<file path="src/rtl/radix_complement_pkg.sv">
// Shared types and op encodings for the digit-serial add/sub/negate unit.
package radix_complement_pkg;

    localparam logic [1:0] OpAddCode = 2'b00;
    localparam logic [1:0] OpSubCode = 2'b01;
    localparam logic [1:0] OpNegCode = 2'b10;

    typedef enum logic [1:0] {
        OpAdd = OpAddCode,
        OpSub = OpSubCode,
        OpNeg = OpNegCode
    } op_e;

    typedef enum logic [1:0] {
        StIdle,
        StRun,
        StDone
    } state_e;

endpackage

</file>
<file path="src/rtl/radix_digit_adder.sv">
// Combinational W-bit slice adder; also reports the carry into the slice MSB.
module radix_digit_adder #(
    parameter int unsigned W = 8
) (
    input  logic [W-1:0] a,
    input  logic [W-1:0] b,
    input  logic         cin,
    output logic [W-1:0] sum,
    output logic         cout,
    output logic         cmsb
);

    always_comb begin
        {cout, sum} = {1'b0, a} + {1'b0, b} + {{W{1'b0}}, cin};
        // Carry into bit W-1 recovered from that bit's sum and operands.
        cmsb = sum[W-1] ^ a[W-1] ^ b[W-1];
    end

endmodule

</file>
<file path="src/rtl/radix_complement_addsub.sv">
// Digit-serial two's complement ADD/SUB/NEG, one W-bit slice per cycle.
// Optional saturation on overflow: define RADIX_COMPLEMENT_ADDSUB_SATURATE_EN.
module radix_complement_addsub
    import radix_complement_pkg::*;
#(
    parameter int unsigned N = 32,
    parameter int unsigned W = 8
) (
    input  logic         clk,
    input  logic         rst_n,
    input  logic         in_valid,
    output logic         in_ready,
    input  logic [1:0]   op,
    input  logic [N-1:0] a,
    input  logic [N-1:0] b,
    input  logic         carry_in,
    output logic         out_valid,
    input  logic         out_ready,
    output logic [N-1:0] result,
    output logic         carry_out,
    output logic         overflow,
    output logic         negative,
    output logic         zero
);

    localparam int unsigned WSafe = (W == 0) ? 1 : W;
    localparam int unsigned S     = N / WSafe;
    localparam int unsigned CW    = (S > 1) ? $clog2(S) : 1;
    localparam logic [CW-1:0] LastCnt = CW'(S - 1);

    if (W == 0 || W > N || (N % WSafe) != 0) begin : g_bad_cfg
        $error("radix_complement_addsub: W must divide N and not exceed it");
    end

    state_e        state_q, state_d;
    logic [CW-1:0] cnt_q, cnt_d;
    logic [N-1:0]  opa_q, opa_d, opb_q, opb_d, acc_q, acc_d;
    logic          carry_q, carry_d;
    logic [N-1:0]  result_q, result_d;
    logic          carry_out_q, carry_out_d;
    logic          overflow_q, overflow_d;
    logic          negative_q, negative_d;
    logic          zero_q, zero_d;

    logic [W-1:0]  slice_sum;
    logic          slice_cout, slice_cmsb;
    logic [N-1:0]  full_sum, sat_sum;
    logic          ovf;

    radix_digit_adder #(
        .W (W)
    ) u_digit_adder (
        .a    (opa_q[W-1:0]),
        .b    (opb_q[W-1:0]),
        .cin  (carry_q),
        .sum  (slice_sum),
        .cout (slice_cout),
        .cmsb (slice_cmsb)
    );

    // Accumulator shifts right each slice, so after S slices it holds the full word.
    assign full_sum = (acc_q >> W) | (N'(slice_sum) << (N - W));
    // For NEG (~a + 1) this equals a == 2^(N-1).
    assign ovf      = slice_cmsb ^ slice_cout;

`ifdef RADIX_COMPLEMENT_ADDSUB_SATURATE_EN
    localparam logic [N-1:0] MinNeg = {1'b1, {(N-1){1'b0}}};
    localparam logic [N-1:0] MaxPos = ~MinNeg;

    logic sign_q, sign_d;

    assign sat_sum = ovf ? (sign_q ? MinNeg : MaxPos) : full_sum;

    always_ff @(posedge clk or negedge rst_n) begin
        if (!rst_n) begin
            sign_q <= 1'b0;
        end else begin
            sign_q <= sign_d;
        end
    end

    always_comb begin
        sign_d = sign_q;
        if (state_q == StIdle && in_valid) begin
            sign_d = (op == OpNegCode) ? 1'b0 : a[N-1];
        end
    end
`else
    assign sat_sum = full_sum;
`endif

    always_comb begin
        state_d     = state_q;
        cnt_d       = cnt_q;
        opa_d       = opa_q;
        opb_d       = opb_q;
        carry_d     = carry_q;
        acc_d       = acc_q;
        result_d    = result_q;
        carry_out_d = carry_out_q;
        overflow_d  = overflow_q;
        negative_d  = negative_q;
        zero_d      = zero_q;
        unique case (state_q)
            StIdle: begin
                if (in_valid) begin
                    state_d = StRun;
                    cnt_d   = '0;
                    acc_d   = '0;
                    case (op)
                        OpSubCode: begin
                            opa_d   = a;
                            opb_d   = ~b;
                            carry_d = ~carry_in;
                        end
                        OpNegCode: begin
                            opa_d   = ~a;
                            opb_d   = '0;
                            carry_d = 1'b1;
                        end
                        default: begin
                            opa_d   = a;
                            opb_d   = b;
                            carry_d = carry_in;
                        end
                    endcase
                end
            end
            StRun: begin
                acc_d   = full_sum;
                opa_d   = opa_q >> W;
                opb_d   = opb_q >> W;
                carry_d = slice_cout;
                cnt_d   = cnt_q + CW'(1);
                if (cnt_q == LastCnt) begin
                    state_d     = StDone;
                    result_d    = sat_sum;
                    carry_out_d = slice_cout;
                    overflow_d  = ovf;
                    negative_d  = sat_sum[N-1];
                    zero_d      = (sat_sum == '0);
                end
            end
            StDone: begin
                if (out_ready) begin
                    state_d = StIdle;
                end
            end
            default: state_d = StIdle;
        endcase
    end

    always_ff @(posedge clk or negedge rst_n) begin
        if (!rst_n) begin
            state_q     <= StIdle;
            cnt_q       <= '0;
            opa_q       <= '0;
            opb_q       <= '0;
            carry_q     <= 1'b0;
            acc_q       <= '0;
            result_q    <= '0;
            carry_out_q <= 1'b0;
            overflow_q  <= 1'b0;
            negative_q  <= 1'b0;
            zero_q      <= 1'b0;
        end else begin
            state_q     <= state_d;
            cnt_q       <= cnt_d;
            opa_q       <= opa_d;
            opb_q       <= opb_d;
            carry_q     <= carry_d;
            acc_q       <= acc_d;
            result_q    <= result_d;
            carry_out_q <= carry_out_d;
            overflow_q  <= overflow_d;
            negative_q  <= negative_d;
            zero_q      <= zero_d;
        end
    end

    assign in_ready  = (state_q == StIdle);
    assign out_valid = (state_q == StDone);
    assign result    = result_q;
    assign carry_out = carry_out_q;
    assign overflow  = overflow_q;
    assign negative  = negative_q;
    assign zero      = zero_q;

endmodule

</file>
<file path="config.mk">
export PLATFORM = sky130hd
export DESIGN_NAME = radix_complement_addsub
export DESIGN_NICKNAME = d
export VERILOG_FILES = /design/src/rtl/radix_complement_pkg.sv /design/src/rtl/radix_digit_adder.sv /design/src/rtl/radix_complement_addsub.sv
export SDC_FILE = /design/constraint.sdc
export NUM_CORES = 1
export LEC_CHECK = 0
export ABC_CLOCK_PERIOD_IN_PS = 5500
export CORE_UTILIZATION = 29
export CTS_BUF_LIST = sky130_fd_sc_hd__clkbuf_4 sky130_fd_sc_hd__clkbuf_8
export DETAILED_ROUTE_END_ITERATION = 6
export GPL_ROUTABILITY_DRIVEN = 0
export MAX_ROUTING_LAYER = met4
export PLACE_DENSITY_LB_ADDON = 0.05
export SLEW_MARGIN = 20
export SYNTH_ARGS = -nofsm -noshare
export SYNTH_HDL_FRONTEND = slang
export SYNTH_SLANG_ARGS = --single-unit
</file>
<file path="constraint.sdc">
create_clock -name clk -period 5.5 [get_ports clk]
set_input_delay 0.55 -clock clk [delete_from_list [all_inputs] [get_ports clk]]
set_output_delay 0.55 -clock clk [all_outputs]
set_load 0.005 [all_outputs]
</file>
# == Yosys cells after proc, flatten, opt, wreduce, memory -nomap -nowiden ==
# Cells that the tools add are included.
# W data, S select, Z words.
# classes
addsub,3
n_eq_ne,8
muxes,17
bitwise,7
reduce_logical,6
# op_table
cell,n
$pmux W32 S2,4
$mux W32,4
$not A32 Y32,2
$logic_not A32 Y1,1
$or A24 B32 Y32,1
$add A8 B8 Y9,1
$add A9 B1 Y9,1
$mux W2,4
$eq A2 B2 Y1 const B,3
$pmux W2 S3,1
$eq A2 B1 Y1 const B,2
$ne A2 B2 Y1 const B,2
$pmux W1 S2,2
$pmux W2 S2,1
$reduce_and A2 Y1,2
$reduce_and A3 Y1,1
$xor A1 B1 Y1,3
$add A2 B1 Y2 const B,1
$logic_not A2 Y1,1
$ne A2 B1 Y1 const B,1
$reduce_bool A2 Y1,1
$mux W1,1
$not A1 Y1,1
# word_totals
reg_bits,137
input_bits,71
out_inout_bits,38
wordCells,52

# == Longest topological paths before layout ==
# Gate-level depths: netlist of the first run.
# depth
ltp_word,5
depth_mapped,9
depth_no_buf,9

# == Hierarchy ==
# A second synthesis of the first run with hierarchy kept.
# unflattened
cells_unflattened,577
area_unflattened_um2,6462.4
# modules_own_cells
mod,instances,cells_each,area_each_um2,seq_area_each_um2
radix_complement_addsub,1,534,6085.8,3203.1
radix_digit_adder,1,43,376.6,0.0

# == Least setup slack after synthesis of the first run ==
# Ideal clock, no wire load.
# synth_path
path_kind,register to register
from,register opa_q[0]
to,register zero_q (netlist: zero)
setup_time_ns,0.092
arrival_time_ns,2.369
setup_slack_ns,3.039
stages_incl_launch_ff,10
synth_period_minus_slack_ns,2.461
cell_sequence,dfrtp_1 > fa_1 > inv_1 > fa_1 > nor2b_4 > o2111a_1 > nor3_2 > xnor2_1 > or4b_1 > o31ai_2
# synth_via
elab_chain_cells,4
# synth_rtl
item,line,source
"start, declared",radix_complement_addsub.sv:37,"logic [N-1:0] opa_q, opa_d, opb_q, opb_d, acc_q, acc_d;"
"start signal, assigned",radix_complement_addsub.sv:169,opa_q <= opa_d;
$add A8 B8 Y9,radix_digit_adder.sv:14,"{cout, sum} = {1'b0, a} + {1'b0, b} + {{W{1'b0}}, cin};"
$add A9 B1 Y9,radix_digit_adder.sv:14,
$or A24 B32 Y32,radix_complement_addsub.sv:62,assign full_sum = (acc_q >> W) | (N'(slice_sum) << (N - W));
$logic_not A32 Y1,radix_complement_addsub.sv:141,zero_d = (sat_sum == '0);
"end signal, assigned",radix_complement_addsub.sv:177,zero_q <= zero_d;
"end, declared",radix_complement_addsub.sv:43,"logic zero_q, zero_d;"
# No other way between the ends.
# A chain may end at the register's enable or synchronous reset.

# == Worst setup path after layout of the first run ==
# Same ends and word-level chain as after synthesis.

==> results of run 1 <==
==> metrics by stage <==
stage,instances,power (mW),cell area [um2],util (%),setup WS [ps]
2_1_floorplan,722,3.17,6550,-,3040
3_3_place_gp,1065,3.96,7850,35.8,2680
3_5_place_dp,1065,4.04,7850,35.8,2670
4_1_cts,1098,4.93,8290,37.8,2810
5_1_grt,1098,5.27,8310,37.8,2700
6_report,1098,4.87,8310,37.8,2840
==> path summary, 6_finish.rpt <==
| path | from | end | cells after the start |
|---|---|---|---|
| min in group clk | result[27] | result[27] | 2 |
| max reg2reg | opa_q[0] | zero | 9 |
| max | opa_q[0] | zero | 9 |
| max in group asynchronous | rst_n | state_q[0] | 3 |
| min | rst_n | result[7] | 2 |
| min reg2reg | result[27] | result[27] | 2 |
==> state kept, by name, summed over array words and instances (netlist names) <==
register,count
cnt_q,2
state_q,2
opb_q,32
overflow,1
acc_q,24
carry_out,1
carry_q,1
zero,1
opa_q,32
result,32
==> cell usage in the layout (no fill, tap or decap), types with 2 or more instances in the layout <==
| cell | synthesis | layout |
|---|---|---|
| nand2_1 | 58 | 57 |
| nand3_1 | 5 | 5 |
| o22ai_1 | 46 | 46 |
| clkbuf_4 | 0 | 3 |
| a211oi_1 | 2 | 2 |
| xor2_1 | 3 | 3 |
| dfrtp_1 | 128 | 127 |
| mux2_2 | 30 | 30 |
| clkdlybuf4s50_1 | 0 | 106 |
| nor3_1 | 2 | 2 |
| clkbuf_8 | 0 | 20 |
| a22oi_1 | 2 | 2 |
| nor2_1 | 168 | 168 |
| xnor2_1 | 38 | 38 |
| bufinv_16 | 0 | 3 |
| ha_1 | 10 | 9 |
| mux2i_1 | 2 | 2 |
| a21oi_1 | 57 | 57 |
| buf_4 | 2 | 12 |
| a31oi_1 | 23 | 23 |
| o21ai_0 | 27 | 27 |
| nand2b_1 | 2 | 2 |
| a22o_1 | 21 | 21 |
| clkinvlp_4 | 0 | 3 |
| clkinv_2 | 0 | 2 |
| fa_1 | 2 | 2 |
| inv_1 | 8 | 8 |
| nor3b_1 | 8 | 8 |
| nor2b_1 | 2 | 2 |
| nor4_1 | 5 | 5 |
==> cell type report <==
| cell class | count | area, um2 | area share, % |
|---|---|---|---|
| Clock buffer | 23 | 298 | 3.58 |
| Clock inverter | 9 | 131 | 1.58 |
| Inverter | 9 | 33.8 | 0.407 |
| Multi-Input combinational cell | 528 | 3110 | 37.5 |
| Sequential cell | 128 | 3200 | 38.6 |
| Tap cell | 280 | 350 | 4.22 |
| Timing Repair Buffer | 121 | 1180 | 14.2 |
==> power groups by stage <==
stage	Clock, mW	Sequential (mW)	Combinational (mW)
6_report	0.877	1.75	2.24
5_1_grt	0.942	1.81	2.51
4_1_cts	0.903	1.75	2.27
3_5_place_dp	0	1.77	2.26
3_3_place_gp	0	1.76	2.20
2_1_floorplan	0	1.63	1.54
==> per-layer routing <==
metal | GRT usage, % | up-vias | wire length, um
met1 | 21.9 | 2692 | 8860
met2 | 26.4 | 133 | 8710
met3 | 3.10 | 19 | 670
met4 | 6.80 | 0 | 294
met5 | - | - | 0
li1 | - | 2677 | -
==> kinds of logic after synthesis <==
| group | count (synthesis) |
|---|---|
| AND/OR/NAND/NOR | 256 |
| AO/OA/AOI/OAI | 187 |
| flip-flops | 128 |
| buffers and inverters | 66 |
| XOR/XNOR | 41 |
| multiplexers | 32 |
| adder cells (fa/ha/maj) | 12 |
==> impl_metrics.csv, run 1 <==
group,metric,value,unit
outcome,status,"finished with violations",
outcome,violations,"DRC",
route,drc,6,
sta,slew_headroom,50.5,%
synthesis,synth_commonest_cells,"nor2_1 (168), dfrtp_1 (128), nand2_1 (58)",
clock_tree,cts_hold_buf,1,
worst_setup_path,slowest_stage,"or4b_1",
route,num_vias,5521,
synthesis,synthXorXnorAreaFrac,5.48,%
global_route,grt_pass1_vias,5528,
route,viasPerCell,5.03,
worst_setup_path,path_buf_inv,1,
worst_setup_path,arrival,3010,ps
synthesis,async_reset_ff_share,100,%
floorplan,die-area,23200,um2
sta,finalClockSkew,13.1,ps
floorplan,dieWidth,152,um
clock_tree,cts_inserted_buffers,17,
power,p_int,2.93,mW
floorplan,pin_count,109,
sta,finalHoldViolations,0,
worst_setup_path,max_stage_delay,550,ps
worst_setup_path,crit_chain,"fa_1 > inv_1 > fa_1 > nor2b_4 > o2111a_1 > nor3_2 > xnor2_1 > or4b_1 > o31ai_2",
synthesis,ys_seq_elements,128,
clock_tree,cts_setup_buffers,0,
synthesis,synth_edf_count,0,
finish,synthToLayoutAreaGrowth,26.9,%
global_route,grt_max_degree,76,
synthesis,syn_inst,722,
power,ir_worst_vdd,0.202,mV
clock_tree,clockBufferDepth,2,
synthesis,synth_top_area_share,48.9,%
power,p_clk_share,18.0,%
sta,setup_viol,0,
placement,port_buffers,108,
sta,whs,478,ps
placement,dp_hpwl,12100,um
sta,period_minus_slack,2660,ps
global_route,grt_pass1_wl,30000,um
clock_tree,cts_tree,"built",
clock_tree,cts_sinks,128,
synthesis,synth_top_family_by_area,"compound AO/OA/AOI/OAI gates",
synthesis,synth_most_common_cell,"nor2_1",
global_route,grt.total_usage,17.0,%
synthesis,synthAdderAreaFrac,2.52,%
finish,num-fill-cells,2217,
synthesis,syn_area_per_cell,9.07,um2
power,pwr-share-comb,46.1,%
worst_setup_path,cp_max_fo,3,
clock_tree,clk_latency,440,ps
route,totalWireLength,18500,um
worst_setup_path,cp_top_family,"simple AND/OR/NAND/NOR gates",
synthesis,yosys.cell_types.count,43,
finish,drive_gt1_share,10.5,%
synthesis,synth_compound_area_share,17.5,%
synthesis,syn_nets,805,
power,leakage,3.43,nW
power,p_sw,1.94,mW
floorplan,die_h,152,um
worst_setup_path,timing.critical_path.required,5860,ps
route,drtIter0Drc,396,
finish,nNetsFinal,888,
finish,diodes,0,
synthesis,syn_area,6550,um2
clock_tree,path_clk_slew,80,ps
power,p_per_area,586,nW/um2
worst_setup_path,critPathKind,"reg2reg",
sta,min_period_over_period,48.3,%
clock_tree,cts.htree.levels,4,
worst_setup_path,rrSetupSlack,2840,ps
sta,tns,0,ps
route,ant_nets,0,
synthesis,ys_top_cells_by_area,"dfrtp_1 (49%), nor2_1 (9.6%), mux2_2 (5.2%)",
power,seq_power_share,35.9,%
clock_tree,cts_resized,0,
synthesis,synth_flop_cell,"dfrtp_1",
sta,grt_setup_unrepaired,"no",
synthesis,synthMuxAreaShare,5.47,%
sta,max_freq,376,MHz
flow_run,drv_cap,0,
floorplan,core,22000,um2
synthesis,yosysWarnings,0,
hold_path,hold_class,"in2async",
global_route,grt-ovfl-total,0,
floorplan,row_count,54,
power,power.share.switching,39.9,%
route,drt_pass1_iterations,7,
route,wire_per_inst,16.9,um
clock_tree,cts_root_buf,"clkbuf_8",
global_route,antenna_found_initial,0,
synthesis,synth-seq-area-share,48.9,%
floorplan,initial_utilization,29.8,%
sta,worst_pin_slew,742,ps
synthesis,synthSimpleGateAreaFrac,16.1,%
worst_setup_path,crit_path_start_kind,"flip-flop",
worst_setup_path,crit_path_frequent_cell,"fa_1",
sta,slew_violations,0,
worst_setup_path,worstSetupEndpointType,"flip-flop",
synthesis,yosys.area.top_type,"dfrtp_1",
Note: power is estimated with default switching activity, not from simulation.
==> run 2: changes to the inputs <==
--- a/config.mk
+++ b/config.mk
@@ -5,7 +5,7 @@
 export SDC_FILE = /design/constraint.sdc
 export NUM_CORES = 1
 export LEC_CHECK = 0
-export ABC_CLOCK_PERIOD_IN_PS = 5500
+export ABC_CLOCK_PERIOD_IN_PS = 2500
 export CORE_UTILIZATION = 29
 export CTS_BUF_LIST = sky130_fd_sc_hd__clkbuf_4 sky130_fd_sc_hd__clkbuf_8
 export DETAILED_ROUTE_END_ITERATION = 6
==> constraint.sdc (replaced) <==
create_clock -name clk -period 2.5 [get_ports clk]
set_input_delay 0.25 -clock clk [delete_from_list [all_inputs] [get_ports clk]]
set_output_delay 0.25 -clock clk [all_outputs]
set_load 0.005 [all_outputs]
==> run 2 against run 1 <==
Net effect: the flow finishes with violations (DRC, setup timing); first-iteration DRC count is 12% lower; largest cell class unchanged; clock skew is 2.0 ps higher; hold slack worse by 240 ps.
==> impl_metrics.csv, run 2 (synthesis results as in run 1) <==
group,metric,value,unit
floorplan,die_h,152,um
power,ir_worst_vdd,0.408,mV
global_route,antenna_found_initial,0,
finish,nNetsFinal,901,
worst_setup_path,critPathKind,"reg2reg",
power,p_int,6.37,mW
sta,slew_violations,0,
worst_setup_path,crit_end,"zero",
clock_tree,clockBufferDepth,2,
global_route,grt-ovfl-total,0,
sta,min_period_over_period,104,%
global_route,grt.total_usage,17.1,%
sta,setup_viol,1,
flow_run,drv_cap,0,
clock_tree,cts.htree.levels,4,
finish,instances_no_fill,1111,
sta,max_freq,385,MHz
sta,finalClockSkew,15.1,ps
worst_setup_path,reg2regPathDepth,9,
clock_tree,cts_root_buf,"clkbuf_8",
worst_setup_path,r2r-start,"opa_q[0]",
global_route,grt-busiest-layer,"met2",
outcome,status,"finished with violations",
sta,finalHoldViolations,0,
placement,port_buffers,108,
clock_tree,cts_sinks,128,
power,p_per_area,1280,nW/um2
global_route,met2_usage,26.7,%
worst_setup_path,arrival,2960,ps
worst_setup_path,rrSetupSlack,-90,ps
power,leakage,3.48,nW
global_route,grt_pass1_vias,5459,
clock_tree,cts_inserted_buffers,17,
worst_setup_path,worstReg2RegEnd,"zero",
floorplan,die-area,23200,um2
floorplan,pin_count,109,
placement,place_area,7970,um2
floorplan,initial_utilization,29.8,%
finish,diodes,0,
route,ant_nets,0,
placement,place_inst,1077,
route,num_vias,5557,
clock_tree,cts_tree,"built",
worst_setup_path,crit_path_start_kind,"flip-flop",
hold_path,hold_class,"in2async",
power,power.share.switching,41.0,%
placement,dp_hpwl,12700,um
finish,synthToLayoutAreaGrowth,28.5,%
global_route,grtUsageMet1,22.6,%
sta,grt_setup_unrepaired,"yes",
finish,layout_common_cells,"nor2_1 (168), dfrtp_1 (127), clkdlybuf4s50_1 (106)",
power,pwr-share-comb,47.5,%
floorplan,core,22000,um2
clock_tree,path_clk_slew,90,ps
clock_tree,clk_latency,460,ps
route,drt_pass1_iterations,6,
power,seq_power_share,35.8,%
worst_setup_path,worstSetupEndpointType,"flip-flop",
sta,whs,241,ps
route,wire_per_inst,17.0,um
power,p_clk_share,16.7,%
sta,period_minus_slack,2590,ps
global_route,grt_use_met3,2.93,%
global_route,grt_pass1_wl,30200,um
floorplan,row_count,54,
sta,slew_headroom,40.9,%
outcome,violations,"DRC, setup timing",
route,drc,6,
route,viasPerCell,5.00,
route,drtIter0Drc,349,
finish,layout_commonest_cell,"nor2_1",
global_route,grt_max_degree,71,
worst_setup_path,startpoint,"opa_q[0]",
sta,final.setup.worst_slack,-94.9,ps
worst_setup_path,timing.critical_path.required,2860,ps
finish,final_cell_area,8410,um2
sta,worst_pin_slew,883,ps
route,totalWireLength,18900,um
worst_setup_path,cp_max_fo,2,
finish,drive_gt1_share,12.5,%
floorplan,dieWidth,152,um
power,p_sw,4.44,mW
-- run 2: cell count changes in the layout (fill, tap and decap cells not counted), moves of 2 or more --
cell and delta:
buf_4 +12, inv_6 +6, clkbuf_4 -3, buf_12 +2, bufinv_16 -2, clkbuf_8 -2, clkinv_2 -2, inv_8 +2
-- run 2: worst min path at each step --
stage	startpoint	endpoint	slack, ps	cells after the start
detailed placement	rst_n	result[4]	190	1
CTS	rst_n	result[4]	230	2
global route	rst_n	result[4]	240	2
floorplan	rst_n	acc_q[10]	-50	0
finish	rst_n	result[4]	240	2
global placement	rst_n	result[4]	190	1
-- run 2: worst max-delay path: stages, from the launching register on --
cell and delay (ps):
dfrtp_1 410, fa_1 450, inv_1 90, fa_2 250
nor2b_4 50, o2111a_1 250, nor3_2 170, xnor2_1 100
or4b_1 550, o31ai_2 180
-- run 2: power by group through the flow --
stage          Combinational [mW]  Clock [mW]  Sequential, mW
2_1_floorplan                3.38           0            3.59
5_1_grt                      5.75        1.96            4.00
4_1_cts                      5.12        1.86            3.89
6_report                     5.13        1.81            3.87
3_5_place_dp                 5.06           0            3.92
3_3_place_gp                 4.95           0            3.89
-- run 2: through the flow --
stage	TNS (ps)	power, mW	setup slack [ps]	util [%]
finish	-94.9	10.8	-94.9	38.3
global route	-261	11.7	-222	38.3
CTS	-115	10.9	-115	38.2
detailed placement	-204	8.97	-204	36.3
global placement	-54.7	8.84	-54.7	36.3
floorplan	0	6.97	39.4	-
-- run 2: final cells by class --
cell class	instances	area, um2
clock buffers	18	248
clock inverters	14	144
fillers	2221	13500
inverters	9	33.8
multi-input cells	528	3140
flip-flops and latches	128	3200
well taps	280	350
repair buffers	134	1300
-- run 2: metal layers --
layer / routed length, um / part of all wire, %
met5: 0 / 0
met1: 9080 / 48
met3: 626 / 3.3
met2: 8990 / 48
met4: 155 / 0.82
-- run 2: repair_timing --
item,4_1_cts,5_1_grt
hold endpoints to repair,22,0
pin swaps,0,1
setup endpoints to repair,1,2
setup buffers,0,1
resized for setup,3,3
hold buffers,1,0
